## src/rtl/uart_rx_fifo.sv

```systemverilog
// 8N1 UART receiver (LSB first) feeding a circular receive FIFO.
// Bytes are pushed on the edge that samples the stop bit and popped one per rd strobe.
module uart_rx_fifo #(
  parameter int clk_freq   = 50000000,
  parameter int baud       = 115200,
  parameter int depth_log2 = 4
) (
  input  logic                clk,
  input  logic                rst,
  input  logic                rxd,
  input  logic                rd,
  output logic [7:0]          drec,
  output logic                empty,
  output logic                full,
  output logic [depth_log2:0] count,
  output logic                frame_err,
  output logic                overrun
);

  localparam int DIV   = clk_freq / baud;
  localparam int CW    = $clog2(DIV);
  localparam int DEPTH = 2 ** depth_log2;
  localparam logic [CW-1:0]         HALF_M1 = CW'(DIV / 2 - 1);
  localparam logic [CW-1:0]         FULL_M1 = CW'(DIV - 1);
  localparam logic [depth_log2:0]   DEPTH_C = (depth_log2 + 1)'(DEPTH);

  typedef enum logic [1:0] {IDLE, START, DATA, STOP} state_e;

  logic       rx_meta_q, rxs_q, rxs_prev_q;
  logic [1:0] flush_q;
  logic       armed_q;
  logic       start_edge;

  // The synchroniser reset value is not the line; arm only once rxs has seen a genuine idle high.
  always_ff @(posedge clk) begin
    if (rst) begin
      rx_meta_q  <= 1'b1;
      rxs_q      <= 1'b1;
      rxs_prev_q <= 1'b1;
      flush_q    <= 2'd0;
      armed_q    <= 1'b0;
    end else begin
      // NOTE: non-blocking assignments keep each flop sampling the pre-edge value of its neighbour.
      rx_meta_q  <= rxd;
      rxs_q      <= rx_meta_q;
      rxs_prev_q <= rxs_q;
      if (flush_q != 2'd3) flush_q <= flush_q + 2'd1;
      if (flush_q == 2'd3 && rxs_q) armed_q <= 1'b1;
    end
  end

  assign start_edge = armed_q && rxs_prev_q && !rxs_q;

  state_e        state_q, state_d;
  logic [CW-1:0] cnt_q, cnt_d;
  logic [2:0]    bit_q, bit_d;
  logic [7:0]    shift_q, shift_d;
  logic          push, bad_stop;

  always_ff @(posedge clk) begin
    if (rst) begin
      state_q <= IDLE;
      cnt_q   <= '0;
      bit_q   <= '0;
      shift_q <= '0;
    end else begin
      state_q <= state_d;
      cnt_q   <= cnt_d;
      bit_q   <= bit_d;
      shift_q <= shift_d;
    end
  end

  always_comb begin
    // NOTE: every signal gets a default before the case so no path can infer a latch.
    state_d = state_q;
    cnt_d   = cnt_q + 1'b1;
    bit_d   = bit_q;
    shift_d = shift_q;
    unique case (state_q)
      IDLE: begin
        cnt_d = '0;
        if (start_edge) state_d = START;
      end
      START: begin
        if (cnt_q == HALF_M1) begin
          cnt_d = '0;
          if (!rxs_q) begin
            state_d = DATA;
            bit_d   = '0;
          end else begin
            state_d = IDLE;
          end
        end
      end
      DATA: begin
        if (cnt_q == FULL_M1) begin
          cnt_d          = '0;
          shift_d[bit_q] = rxs_q;
          bit_d          = bit_q + 3'd1;
          if (bit_q == 3'd7) state_d = STOP;
        end
      end
      STOP: begin
        if (cnt_q == FULL_M1) begin
          cnt_d   = '0;
          state_d = IDLE;
        end
      end
      default: state_d = IDLE;
    endcase
  end

  always_comb begin
    push     = 1'b0;
    bad_stop = 1'b0;
    if (state_q == STOP && cnt_q == FULL_M1) begin
      push     = rxs_q;
      bad_stop = !rxs_q;
    end
  end

  logic [7:0]            mem [DEPTH];
  logic [depth_log2-1:0] wptr_q, rptr_q;
  logic [depth_log2:0]   count_q;
  logic [7:0]            drec_q;
  logic                  frame_err_q, overrun_q;
  logic                  pop, is_full, push_ok;

  assign pop     = rd && (count_q != '0);
  assign is_full = (count_q == DEPTH_C);
  // A pop on the same edge frees a slot, so a push into a full FIFO still lands.
  assign push_ok = push && (!is_full || pop);

  // NOTE: the storage array has no reset; count and the pointers alone decide what is valid.
  always_ff @(posedge clk) begin
    if (push_ok) mem[wptr_q] <= shift_q;
  end

  always_ff @(posedge clk) begin
    if (rst) begin
      wptr_q      <= '0;
      rptr_q      <= '0;
      count_q     <= '0;
      drec_q      <= '0;
      frame_err_q <= 1'b0;
      overrun_q   <= 1'b0;
    end else begin
      if (push_ok) wptr_q <= wptr_q + 1'b1;
      if (pop) begin
        rptr_q <= rptr_q + 1'b1;
        drec_q <= mem[rptr_q];
      end
      unique case ({push_ok, pop})
        2'b10:   count_q <= count_q + 1'b1;
        2'b01:   count_q <= count_q - 1'b1;
        default: count_q <= count_q;
      endcase
      frame_err_q <= bad_stop;
      overrun_q   <= push && is_full && !pop;
    end
  end

  assign drec      = drec_q;
  assign count     = count_q;
  assign empty     = (count_q == '0);
  assign full      = is_full;
  assign frame_err = frame_err_q;
  assign overrun   = overrun_q;

endmodule

```

## config.mk

```make
export PLATFORM = sky130hd
export DESIGN_NAME = uart_rx_fifo
export DESIGN_NICKNAME = d
export VERILOG_FILES = /design/src/rtl/uart_rx_fifo.sv
export SDC_FILE = /design/constraint.sdc
export NUM_CORES = 1
export LEC_CHECK = 0
export ABC_AREA = 1
export ABC_CLOCK_PERIOD_IN_PS = 2300
export BUFFER_PORTS_ARGS = -buffer_cell sky130_fd_sc_hd__clkbuf_2
export CORE_MARGIN = 4
export CORE_UTILIZATION = 56
export DETAILED_ROUTE_END_ITERATION = 8
export GPL_ROUTABILITY_DRIVEN = 0
export PLACE_DENSITY = 0.73
export SETUP_SLACK_MARGIN = 0.5
export SLEW_MARGIN = 5
export SYNTH_ARGS = -nofsm -noshare
export SYNTH_HDL_FRONTEND = slang
export SYNTH_SLANG_ARGS = --single-unit
```

## constraint.sdc

```tcl
create_clock -name clk -period 2.3 [get_ports clk]
set_input_delay 0.46 -clock clk [delete_from_list [all_inputs] [get_ports clk]]
set_output_delay 0.46 -clock clk [all_outputs]
set_load 0.02 [all_outputs]
```

Word level (Yosys, flattened, before mapping)
Memory sizes are Yosys's and may differ from the RTL's. A register that Yosys moved wholly into a read port is not among the register bits.
Cells that the tools add are included.
Widths: inputs -> output; s select.
Storage, ports and cells
  bits of input ports: 4
  bits in registers: 43
  RAM bits: 128
  ROM bits: 0
  latch bits: 0
  memories kept: 1
  output and inout bits: 17
  logic and storage cells: 86
Operators by class
  $mul: 0
  shift operators: 0
  div/mod/pow operators: 0
  multiplexer cells: 21
  bitwise operators: 1
  equal/unequal tests: 17
  add/sub/neg operators: 7
  reductions and logical operators: 23
  order comparisons: 2
Memories
  mem: depth 16, width 8, read ports 1, clocked after Yosys merged registers in 1, wr ports 1, RTL line 123  | logic [7:0] mem [DEPTH];
Operators with widths (number)
  $pmux 9 s3: 1
  $mux 9: 2
  $ne 2x2->1 const B: 7
  $mux 2: 6
  $pmux 5 s2: 1
  $add 9x1->9 const B: 1
  $eq 9x8->1 const B: 1
  $eq 9x9->1 const B: 1
  $logic_and 1x1->1: 9
  $mux 3: 3
  $add 4x1->4 const B: 2
  $bwmux 8: 1
  $eq 2x2->1 const B: 4
  $pmux 2 s4: 1
  $pmux 3 s2: 1
  $add 5x1->5 const B: 1
  $eq 5x5->1 const B: 1
  $logic_not 5->1: 1
  $reduce_and 5->1: 1
  $reduce_bool 5->1: 1
  $sub 5x1->5 const B: 1
  $eq 2x1->1 const B: 2
  $lt 3x4->1 const B: 1
  $mux 1: 4
  13 further kinds: 17

Depth between registers and ports, before layout
Gate-level depths: netlist of the first run.
  word-level depth: 6
  mapped depth: 18
  gate-level depth less buffers: 18

Worst setup path before layout of the first run
OpenSTA, ideal clock, no wires.
  path type: register to register
  start: register cnt_q[1]
  end: register count_q[4] (netlist: count[4])
  setup time: 0.115 ns
  data arrival time: 2.063 ns
  slack: 0.122 ns
  clock period less this slack: 2.178 ns
  path buffers: 0
  required time: 2.185 ns
  stages on the path, launching flop included: 19
  cell sequence: dfxtp_1 > inv_1 > ha_1 > nand2_1 > nor2_4 > nand2_2 > inv_2 > nand3_2 > nand2_2 > inv_1 > ha_1 > nand2_1 > nor2_1 > a211oi_1 > nand2_1 > nand2_1 > nand3_1 > nand2_1 > nor2_1
Between the ends
  word-level cells in the longest chain between the ends: 6
  elaborated cells on any way between the ends: 8
  those cells by class: 3 x eq/ne; 2 x mux; 3 x reduce/logical
Ends and longest elaborated chain
  start, declared: RTL line 55  | logic [CW-1:0] cnt_q, cnt_d;
  start signal, assigned: RTL line 68  | cnt_q <= cnt_d;
  $eq 9x9->1 (*): RTL line 117  | if (state_q == STOP && cnt_q == FULL_M1) begin
  $logic_and 1x1->1 (*): RTL line 117
  $mux 1 (*): RTL line 117
  $logic_and 1x1->1 (*): RTL line 133  | assign push_ok = push && (!is_full || pop);
  $eq 2x1->1 / $eq 2x2->1 (equally long branches): RTL line 154  | unique case ({push_ok, pop})
  $pmux 5 s2 / $reduce_bool 2->1 (equally long branches)
  end signal, assigned: RTL line 155  | 2'b10: count_q <= count_q + 1'b1;
  end signal, assigned: RTL line 156  | 2'b01: count_q <= count_q - 1'b1;
  end signal, assigned: RTL line 157  | default: count_q <= count_q;
  end, declared: RTL line 125  | logic [depth_log2:0] count_q;
Mark *: on every way between the ends. The rest lies on a longest branch, timed or not.
A chain may end at the register's enable or synchronous reset.

Final worst setup path of the first run
Ends and elaborated chain as after synthesis.

==> results by group, run 1 <==
Route
  – Routed met1 length: approximately 6900 um
  – Initial drt markers: about 620
  – Via count: between 5000 and 6000
  – Final wirelength: ~18000 um
  – TritonRoute pass-1 iters: 8
  – Top Layer Used: met4
  – Routed length per instance: ~19 um
  – Vias per std cell: just under 6
  – Routed Antenna Nets: 0
  – Post-route DRC: 0
  – Met2 wire length: 9230 um
  – Met3 routed WL: about 1000 um

Synthesis
  – Post-Synthesis Cells: a little over 700
  – Netlist cell types: 38
  – Largest family of logic cells by synthesized area: simple AND/OR/NAND/NOR gates
  – Sequential element share of the synthesized area: around 64%
  – Synth Area in Adders: 2.58%
  – XOR/XNOR Fraction of Synth Area: 0.695%
  – Syn_nets: 733
  – Post-synthesis compound-gate area fraction: 10.7%
  – Syn avg cell area: approximately 11 um^2
  – Yosys warnings: 0
  – Simple-gate share of the synthesized area: 16.6%
  – Cell Area, Synth: ~7600 um^2
  – Mux contribution to synthesized area: 0%
  – Seq cells post-synth: around 180

GRT
  – Initial antenna violation count: 0
  – Largest net degree at the start of global routing: between 40 and 50
  – Vias in the first global route: about 5300
  – Gr usage total: between 20% and 30%
  – First-pass GRT wire length: roughly 28000 um
  – Grt total ovfl: 0

Floorplanning
  – Core area: approximately 13000 um^2
  – Site Rows: 42
  – Starting density of the core: between 50 and 60%
  – Num ports: 21
  – Die Span Y: 124 um
  – Die footprint: 15400 um^2
  – Chip width: between 100 and 150 um

Run
  – Max Cap Viol: 0

Pwr
  – Pwr Density: ~770 nW/um^2
  – VDD IR-drop max: 0.000591 V
  – Pleak: 3.28 nW

Critical path
  – Critical-path top delay cell: dfxtp_2
  – Crit path DAT: roughly 2.4 ns
  – Worst stage delay on the critical path: between 0.3 and 0.4 ns
  – Setup crit end kind: flop
  – Most Frequent Cell on Critical Path: nand2_4
  – Critical Path Fanout Max: 3
  – Worst path cell trace: inv_2 > ha_4 > nand2_4 > nor2_4 > nand2_4 > inv_2 > nand3_4 > nand2_4 > inv_6 > ha_4 > nand2_2 > nor2_2 > a211oi_2 > nand2_1 > nand2_2 > nand3_2 > nand2_1 > nor2_1
  – CP Class: flop to flop
  – CP required: between 2 and 3 ns
  – WP buf/inv: 3
  – CP top delay family: simple AND/OR/NAND/NOR gates
  – Crit start category: flop

Clock tree
  – Clk root buf: clkbuf_16
  – CTS tree: done
  – H-Tree Depth: 4
  – Clock sink count: between 150 and 200
  – CTS max path bufs: 2
  – CTS clock-pin slew for the worst setup and hold paths: around 0.070 ns
  – CTS buffer count: 17
  – Clk_lat worst skew: between 0.4 and 0.5 ns

Layout
  – Reg area: just under 5000 um^2
  – Most common cell after layout, fill and taps aside: nor2_1
  – Final core occ: 68.5%
  – Ant diodes: 0
  – Area of the multi-input gates: 2610 um^2
  – Commonest non-fill, non-tap cells in the layout: nor2_1 (139), edfxtp_1 (128), o21ai_0 (68), inv_1 (43), dfxtp_1 (41)
  – Layout area overhead: 19.9%
  – Post-Layout Cell Count: 945
  – Fillers: ~950
  – Layout cells sized above 1: a little over a fifth
  – Layout net count: ~780

STA
  – Final worst slack: 0.204 ns
  – Endpoints failing hold: 0
  – # setup viols final: 0
  – Worst Skew: 0.00855 ns
  – Min Tclk post-route: roughly 2.1 ns
  – Final Max Slew Viols: 0
  – RSZ-0062 raised after global routing: true
  – Fmax: approximately 0.48 GHz
  – Setup TNS Final: 0 ns
  – Max_slew headroom: between 40% and 50%
  – Final period utilization: 91.1%
  – Worst-Margin Slew: a little over 0.8 ns

Hold path
  – Tightest Hold Check Type: primary input to flop

Placement
  – Worst slack, placed: 0.182 ns
  – Dpl hpwl: 10700 um
  – Buffers on Ports: 20
  – Placed cells: just under 900

Outcome
  – Status: finished, final reports clean
==> sequential cells by signal, summed over array words and instances (netlist names), named ones only <==
name	cells
armed_q	1
rx_meta_q	1
flush_q	2
rxs_prev_q	1
cnt_q	9
mem	128
state_q	1
wptr_q	4
count	5
drec	8
shift_q	8
overrun	1
rptr_q	4
bit_q	3
frame_err	1
rxs_q	1
==> per-layer routing <==
metal	vias to the layer above	GRT usage [%]
li1	2559	-
met1	2639	30.3
met2	208	40.4
met3	51	4.72
met4	0	11.2
met5	-	0
==> worst paths after layout <==
check / slack (ns) / to / depth (start not counted) / startpoint
max reg2reg: 0.20 / count[4] / 18 / cnt_q[1]
min reg2reg: 0.41 / rxs_q / 1 / rx_meta_q
min: 0.23 / rx_meta_q / 2 / rxd
max: 0.20 / count[4] / 18 / cnt_q[1]
==> stage by stage <==
| step | hold slack, ns | instance area (um^2) | total power, mW |
|---|---|---|---|
| final | 0.225 | 9060 | 6.94 |
| after global routing | 0.214 | 9060 | 7.13 |
| after CTS | 0.210 | 8970 | 6.96 |
| after detailed placement | 0.397 | 7930 | 3.60 |
| after global placement | 0.393 | 7930 | 3.59 |
| after floorplan | 0.389 | 7660 | 3.58 |
==> synthesized netlist by cell type (all sizes together) <==
cell type	number	area, um^2
nand3	41	233
a31oi	1	6.26
dfxtp	51	1020
o211ai	33	253
nor2	161	622
nand2	56	233
a21oi	28	151
o21ai	76	380
ha	14	175
nand4	4	25.0
edfxtp	128	3840
clkinv	3	12.5
a21boi	1	7.51
clkbuf	14	56.3
nor3b	2	15.0
or2	2	12.5
buf	18	128
xnor2	1	8.76
nor3	22	115
xor2	5	43.8
inv	51	191
fa	1	20.0
a211oi	1	7.51
==> final cells by class <==
cell class / count / share of cell area (%)
timing repair buffer: 55 / 4.75
clock buffer: 17 / 4.69
clock inverter: 15 / 3.04
inverter: 54 / 2.43
sequential: 179 / 53.8
multi-input combinational: 449 / 28.8
tap: 176 / 2.43
==> timing repair <==
item	in CTS	in global routing
endpoints found under the setup margin	133	146
gates resized for setup	54	13
pin swaps	19	18
buffers inserted	12	7
hold buffers	0	0
==> report_power, final <==
part           internal, mW  total, mW  leakage, nW  switching, mW
clock                  2.16       3.41        0.344           1.25
combinational        0.0317     0.0919         1.34         0.0602
sequential             3.43       3.44         1.60         0.0157
==> cell families after synthesis <==
family / Yosys count
and+or+nand+nor: 288
DFF: 179
AOI/OAI and AO/OA: 140
buffers and inverters: 86
adders and majority gates: 15
xor gates and xnor gates: 6
Power figures use the tool's default switching activity.
==> inputs of run 2 (changes only) <==
--- a/config.mk
+++ b/config.mk
@@ -7,11 +7,12 @@
 export LEC_CHECK = 0
 export ABC_AREA = 1
 export ABC_CLOCK_PERIOD_IN_PS = 2300
-export BUFFER_PORTS_ARGS = -buffer_cell sky130_fd_sc_hd__clkbuf_2
+export BUFFER_PORTS_ARGS = -buffer_cell sky130_fd_sc_hd__buf_2
 export CORE_MARGIN = 4
 export CORE_UTILIZATION = 56
 export DETAILED_ROUTE_END_ITERATION = 8
 export GPL_ROUTABILITY_DRIVEN = 0
+export GPL_TIMING_DRIVEN = 0
 export PLACE_DENSITY = 0.73
 export SETUP_SLACK_MARGIN = 0.5
 export SLEW_MARGIN = 5
==> run 2 against run 1 <==
  * Setup slack worse by 0.037 ns
  * Worst hold slack worse by 0.0074 ns
  * Final area about the same
  * Wire length up 3.6%
  * Combinational power down 2%
  * Critical path depth unchanged
  * Via count up 3.7%
  * Count of clock-buffer cells in the layout up 1
  * Sequential share of layout area up 0.056 points
  * Flip-flop and latch count unchanged
  * Critical path type unchanged
  * Largest cell class unchanged
==> results by group, run 2 (synthesis results as in run 1) <==
Outcome
  – Status: finished, final reports clean (unchanged)

Placement
  – Dpl hpwl: 11900 um (was 10700 um)
  – Buffers on Ports: 19 (was 20)

Critical path
  – Worst path cell trace: inv_2 > ha_4 > nand2_4 > nor2_4 > nand2_2 > inv_2 > nand3_4 > nand2_4 > inv_4 > ha_4 > nand2_2 > nor2_1 > a211oi_2 > nand2_1 > nand2_2 > nand3_2 > nand2_1 > nor2_1 (was inv_2 > ha_4 > nand2_4 > nor2_4 > nand2_4 > inv_2 > nand3_4 > nand2_4 > inv_6 > ha_4 > nand2_2 > nor2_2 > a211oi_2 > nand2_1 > nand2_2 > nand3_2 > nand2_1 > nor2_1)
  – Worst Setup SP: cnt_q[1] (unchanged)
  – Critical-path top delay cell: dfxtp_2 (unchanged)
  – CP required: 2.62 ns (was 2.63 ns)
  – Worst stage delay on the critical path: 0.33 ns (about the same)
  – Reg-to-reg startpoint: cnt_q[1] (unchanged)
  – Reg2Reg Setup Slack: 0.17 ns (was 0.20 ns)
  – Crit start category: flop (unchanged)
  – Crit path DAT: 2.46 ns (was 2.42 ns)
  – Critical Path Fanout Max: 4 (was 3)
  – Most Frequent Cell on Critical Path: nand2_2 (was nand2_4)
  – CP Class: flop to flop (unchanged)
  – Setup crit end kind: flop (unchanged)

Pwr
  – Pwr Density: 688 nW/um^2 (was 766 nW/um^2)
  – VDD IR-drop max: 0.000479 V (was 0.000591 V)
  – Overall Power: 6.23 mW (was 6.94 mW)
  – Pleak: 3.30 nW (was 3.28 nW)

Clock tree
  – CTS clock-pin slew for the worst setup and hold paths: 0.07 ns (about the same)
  – CTS max path bufs: 2 (unchanged)
  – CTS tree: done (unchanged)
  – Clock sink count: 179 (unchanged)
  – H-Tree Depth: 4 (unchanged)
  – Clk_lat worst skew: 0.43 ns (about the same)
  – CTS buffer count: 17 (unchanged)
  – # hold bufs at CTS: 0 (unchanged)
  – Clk root buf: clkbuf_16 (unchanged)

Floorplanning
  – Starting density of the core: 57.1% (unchanged)
  – Chip width: 124 um (unchanged)
  – Site Rows: 42 (unchanged)
  – Core area: 13200 um^2 (unchanged)
  – Die Span Y: 124 um (unchanged)
  – Num ports: 21 (unchanged)
  – Die footprint: 15400 um^2 (unchanged)

Hold path
  – Tightest Hold Check Type: primary input to flop (unchanged)
  – Worst Hold Launch: rxd (unchanged)

Route
  – Via count: 5657 (was 5457)
  – Vias per std cell: 5.83 (was 5.77)
  – Routed Antenna Nets: 0 (unchanged)
  – Routed length per instance: 19.0 um (was 18.8 um)
  – TritonRoute pass-1 iters: 5 (was 8)
  – Final wirelength: 18500 um (was 17800 um)
  – Initial drt markers: 598 (was 615)
  – Post-route DRC: 0 (unchanged)

STA
  – Worst-Margin Slew: 0.831 ns (was 0.821 ns)
  – Max_slew headroom: 44.5% (was 45.2%)
  – RSZ-0062 raised after global routing: true (unchanged)
  – Endpoints failing hold: 0 (unchanged)
  – Final period utilization: 92.7% (was 91.1%)
  – Min Tclk post-route: 2.13 ns (was 2.10 ns)
  – Fmax: 0.469 GHz (was 0.477 GHz)
  – Final Max Slew Viols: 0 (unchanged)
  – # setup viols final: 0 (unchanged)
  – Hold Slack: 0.218 ns (was 0.225 ns)
  – Worst Skew: 0.00984 ns (was 0.00855 ns)

Layout
  – Fillers: 950 (was 945)
  – Max reg flops: 128 (unchanged)
  – Most flops, register: mem (unchanged)
  – Reg area: 4880 um^2 (about the same)
  – Top flop regs: mem x128, cnt_q x9 (unchanged)
  – Commonest non-fill, non-tap cells in the layout: nor2_1 (140), edfxtp_1 (128), o21ai_0 (61), inv_1 (41), nand2_1 (41) (was nor2_1 (139), edfxtp_1 (128), o21ai_0 (68), inv_1 (43), dfxtp_1 (41))
  – Layout net count: 801 (was 775)
  – Layout area overhead: 19.9% (about the same)
  – Area of the multi-input gates: 2610 um^2 (about the same)
  – Most common cell after layout, fill and taps aside: nor2_1 (unchanged)
  – Layout cells sized above 1: 22.5% (was 21.5%)
  – Ant diodes: 0 (unchanged)

Run
  – Max Cap Viol: 0 (unchanged)

GRT
  – First-pass GRT wire length: 27900 um (was 27600 um)
  – Initial antenna violation count: 0 (unchanged)
  – Gr usage total: 24.6% (was 24.1%)
  – Grt total ovfl: 0 (unchanged)
  – Vias in the first global route: 5477 (was 5266)
  – Largest net degree at the start of global routing: 18 (was 43)
## run 2: cell types whose count changed in the layout (fill, tap and decap cells not counted), sizes merged
cell | before | now
clkbuf | 36 | 33
inv | 55 | 58
clkinv | 7 | 6
bufinv | 7 | 0
buf | 36 | 66
clkinvlp | 0 | 4
## run 2: worst max-delay path, delay by kind of cell, from the launching register on
kind / cells / cell delay, ns
compound gates: 1 / 0.23
flops: 1 / 0.33
fa+ha+maj: 2 / 0.37
buf+inv: 3 / 0.20
simple gates: 12 / 0.89
## run 2: timing repair
| action | 4_1_cts | 5_1_grt |
|---|---|---|
| gates resized for setup | 49 | 40 |
| pin swaps | 17 | 25 |
| endpoints found under the setup margin | 138 | 145 |
| cloned | 0 | 0 |
| setup buffers | 16 | 14 |
| endpoints found under the hold margin | 0 | 0 |
## run 2: through the flow
stage	worst slack, ns	util (%)	TNS [ns]	instances	instance area (um^2)
finish	0.167	68.4	0	971	9060
global route	0.0267	68.4	0	971	9060
CTS	0.140	67.0	0	957	8870
detailed placement	-0.0673	60.2	-2.07	909	7970
global placement	-0.0169	60.2	-0.143	909	7970
floorplan	0.364	-	0	714	7660
## run 2: where the power goes
group / total (mW) / switching, mW / leakage (nW) / internal [mW]
combinational: 0.0904 / 0.0596 / 1.44 / 0.0308
clock: 2.70 / 1.29 / 0.258 / 1.42
sequential: 3.44 / 0.0156 / 1.60 / 3.42
total: 6.23 / 1.36 / 3.30 / 4.87
## run 2: cell type report
class | count | share of cell area [%]
multi-input cells | 449 | 28.8
plain buffers | 32 | 2.14
inverters | 54 | 2.40
flip-flops and latches | 179 | 53.9
repair buffers | 49 | 4.28
well taps | 176 | 2.43
clock inverters | 14 | 1.35
clock buffers | 18 | 4.74
## run 2: worst paths after layout
kind,cells after the start,endpoint
worst max register to register,18,count[4]
worst min register to register,1,rxs_q
worst min-delay path,2,rx_meta_q
worst max-delay path,18,count[4]
## run 2: routing by layer
layer  part of all wire (%)  wire (um)  track usage [%]  vias up
met5                      0          0                0        -
met4                    4.2        781             13.3        0
met3                    7.0       1290             5.00       74
met2                     50       9170             40.8      262
met1                     39       7210             30.2     2705
li1                       -          -                -     2616
==> inputs of run 3 (changes only) <==
--- a/config.mk
+++ b/config.mk
@@ -8,7 +8,6 @@
 export ABC_AREA = 1
 export ABC_CLOCK_PERIOD_IN_PS = 2300
 export BUFFER_PORTS_ARGS = -buffer_cell sky130_fd_sc_hd__buf_2
-export CORE_MARGIN = 4
 export CORE_UTILIZATION = 56
 export DETAILED_ROUTE_END_ITERATION = 8
 export GPL_ROUTABILITY_DRIVEN = 0
==> run 3 against run 2 <==
  * Wire length decreased by 0.17%
  * Power increased by 5.3%
  * Sequential power about the same
  * Critical path type unchanged
==> results by group, run 3 (synthesis results as in run 1) <==
Outcome
  – Status: finished, final reports clean (unchanged)

Placement
  – Dpl hpwl: 11800 um (was 11900 um)
  – Buffers on Ports: 19 (unchanged)
  – Worst slack, placed: -0.0777 ns (was -0.0673 ns)
  – Placed cell area: 7970 um^2 (unchanged)

Floorplanning
  – Die Span Y: 118 um (was 124 um)
  – Core area: 13200 um^2 (about the same)
  – Die footprint: 14000 um^2 (was 15400 um^2)
  – Chip width: 118 um (was 124 um)
  – Starting density of the core: 57.3% (was 57.1%)
  – Num ports: 21 (unchanged)
  – Site Rows: 42 (unchanged)

Clock tree
  – H-Tree Depth: 4 (unchanged)
  – # hold bufs at CTS: 0 (unchanged)
  – Clock sink count: 179 (unchanged)
  – CTS buffer count: 17 (unchanged)
  – Clk_lat worst skew: 0.43 ns (about the same)
  – CTS clock-pin slew for the worst setup and hold paths: 0.07 ns (about the same)
  – CTS tree: done (unchanged)
  – CTS max path bufs: 2 (unchanged)
  – Clk root buf: clkbuf_16 (unchanged)

Route
  – Routed length per instance: 19.1 um (was 19.0 um)
  – Vias per std cell: 5.81 (was 5.83)
  – Initial drt markers: 587 (was 598)
  – Routed Antenna Nets: 0 (unchanged)
  – Final wirelength: 18400 um (was 18500 um)
  – Post-route DRC: 0 (unchanged)
  – TritonRoute pass-1 iters: 5 (unchanged)
  – Via count: 5598 (was 5657)

Critical path
  – Critical path depth: 13 (was 18)
  – Crit start category: flop (unchanged)
  – Crit path DAT: 2.18 ns (was 2.46 ns)
  – CP Class: flop to flop (unchanged)
  – Worst path cell trace: inv_2 > ha_4 > nand2_4 > nor2_4 > buf_4 > buf_4 > nand3_4 > nor2_4 > nand2_4 > clkinv_8 > buf_12 > nand2_8 > nor2_4 (was inv_2 > ha_4 > nand2_4 > nor2_4 > nand2_2 > inv_2 > nand3_4 > nand2_4 > inv_4 > ha_4 > nand2_2 > nor2_1 > a211oi_2 > nand2_1 > nand2_2 > nand3_2 > nand2_1 > nor2_1)
  – R2R cell count: 13 (was 18)
  – Critical Path Fanout Max: 8 (was 4)
  – CP required: 2.41 ns (was 2.62 ns)
  – CP top delay family: simple AND/OR/NAND/NOR gates (unchanged)
  – Worst stage delay on the critical path: 0.32 ns (was 0.33 ns)
  – WP buf/inv: 5 (was 3)
  – Setup crit end kind: flop (unchanged)
  – Critical-path top delay cell: dfxtp_2 (unchanged)
  – Most Frequent Cell on Critical Path: nor2_4 (was nand2_2)

STA
  – Final worst slack: 0.231 ns (was 0.167 ns)
  – Setup TNS Final: 0 ns (unchanged)
  – Min Tclk post-route: 2.07 ns (was 2.13 ns)
  – Endpoints failing hold: 0 (unchanged)
  – Worst Skew: 0.00861 ns (was 0.00984 ns)
  – Max_slew headroom: 38.4% (was 44.5%)
  – Fmax: 0.483 GHz (was 0.469 GHz)
  – Worst-Margin Slew: 0.923 ns (was 0.831 ns)
  – RSZ-0062 raised after global routing: true (unchanged)
  – Final period utilization: 89.9% (was 92.7%)
  – # setup viols final: 0 (unchanged)
  – Final Max Slew Viols: 0 (unchanged)

Layout
  – Final core occ: 69.0% (was 68.4%)
  – Top flop regs: mem x128, cnt_q x9 (unchanged)
  – Max reg flops: 128 (unchanged)
  – Layout cells sized above 1: 22.0% (was 22.5%)
  – Fin area: 9100 um^2 (was 9060 um^2)
  – Layout net count: 794 (was 801)
  – Most flops, register: mem (unchanged)
  – Ant diodes: 0 (unchanged)
  – Commonest non-fill, non-tap cells in the layout: nor2_1 (139), edfxtp_1 (128), o21ai_0 (58) (was nor2_1 (140), edfxtp_1 (128), o21ai_0 (61), inv_1 (41), nand2_1 (41))
  – Layout area overhead: 20.3% (was 19.9%)
  – Most common cell after layout, fill and taps aside: nor2_1 (unchanged)

Pwr
  – Pwr Density: 722 nW/um^2 (was 688 nW/um^2)
  – Overall Power: 6.57 mW (was 6.23 mW)
  – VDD IR-drop max: 0.000455 V (was 0.000479 V)
  – Pleak: 3.27 nW (was 3.30 nW)

GRT
  – Grt total ovfl: 0 (unchanged)
  – Initial antenna violation count: 0 (unchanged)
  – First-pass GRT wire length: 28900 um (was 27900 um)
  – Largest net degree at the start of global routing: 18 (unchanged)
  – Gr usage total: 27.8% (was 24.6%)
  – Vias in the first global route: 5608 (was 5477)

Hold path
  – Worst Hold Path Cells: 2 (unchanged)
  – Tightest Hold Check Type: primary input to flop (unchanged)

Run
  – Max Cap Viol: 0 (unchanged)
-- run 3: stage by stage --
step | cells | hold WS [ns]
after floorplan | 714 | 0.389
final | 963 | 0.206
after global routing | 963 | 0.211
after detailed placement | 909 | 0.404
after global placement | 909 | 0.411
after CTS | 954 | 0.201
-- run 3: timing repair --
item,in CTS,in global routing
gates resized for setup,48,38
gates cloned,0,0
pin swaps,19,28
setup endpoints to repair,137,143
buffers inserted,14,9
-- run 3: worst register-to-register path: stages, from the launching register on --
cell	delay, ns
dfxtp_2	0.32
inv_2	0.07
ha_4	0.14
nand2_4	0.05
nor2_4	0.09
buf_4	0.11
buf_4	0.10
nand3_4	0.08
nor2_4	0.15
nand2_4	0.10
clkinv_8	0.09
buf_12	0.12
nand2_8	0.08
nor2_4	0.25
-- run 3: path summary, 6_finish.rpt --
kind / endpoint / from / slack [ns]
setup / recovery: mem[2][4] / cnt_q[1] / 0.23
setup reg to reg: mem[2][4] / cnt_q[1] / 0.23
hold / removal: rx_meta_q / rxd / 0.21
hold reg to reg: rxs_q / rx_meta_q / 0.42
-- run 3: metal layers --
metal  track usage, %  up-vias  part of all wire [%]
met5                0        -                     0
met4             14.7        0                   3.6
met3             6.85       60                   7.3
met2             46.7      241                    50
met1             33.2     2688                    39
li1                 -     2609                     -
-- run 3: power breakdown --
group | switching [mW] | total [mW] | leakage [nW] | internal, mW
sequential | 0.0144 | 3.44 | 1.60 | 3.43
combinational | 0.0619 | 0.0925 | 1.39 | 0.0305
clock | 1.22 | 3.03 | 0.282 | 1.81
-- run 3: layout make-up --
type / count / area, um^2
fillers: 922 / 4090
inverters: 54 / 224
clock buffers: 18 / 429
plain buffers: 32 / 204
flip-flops and latches: 179 / 4880
clock inverters: 13 / 184
repair buffers: 42 / 349
well taps: 176 / 220
multi-input cells: 449 / 2610
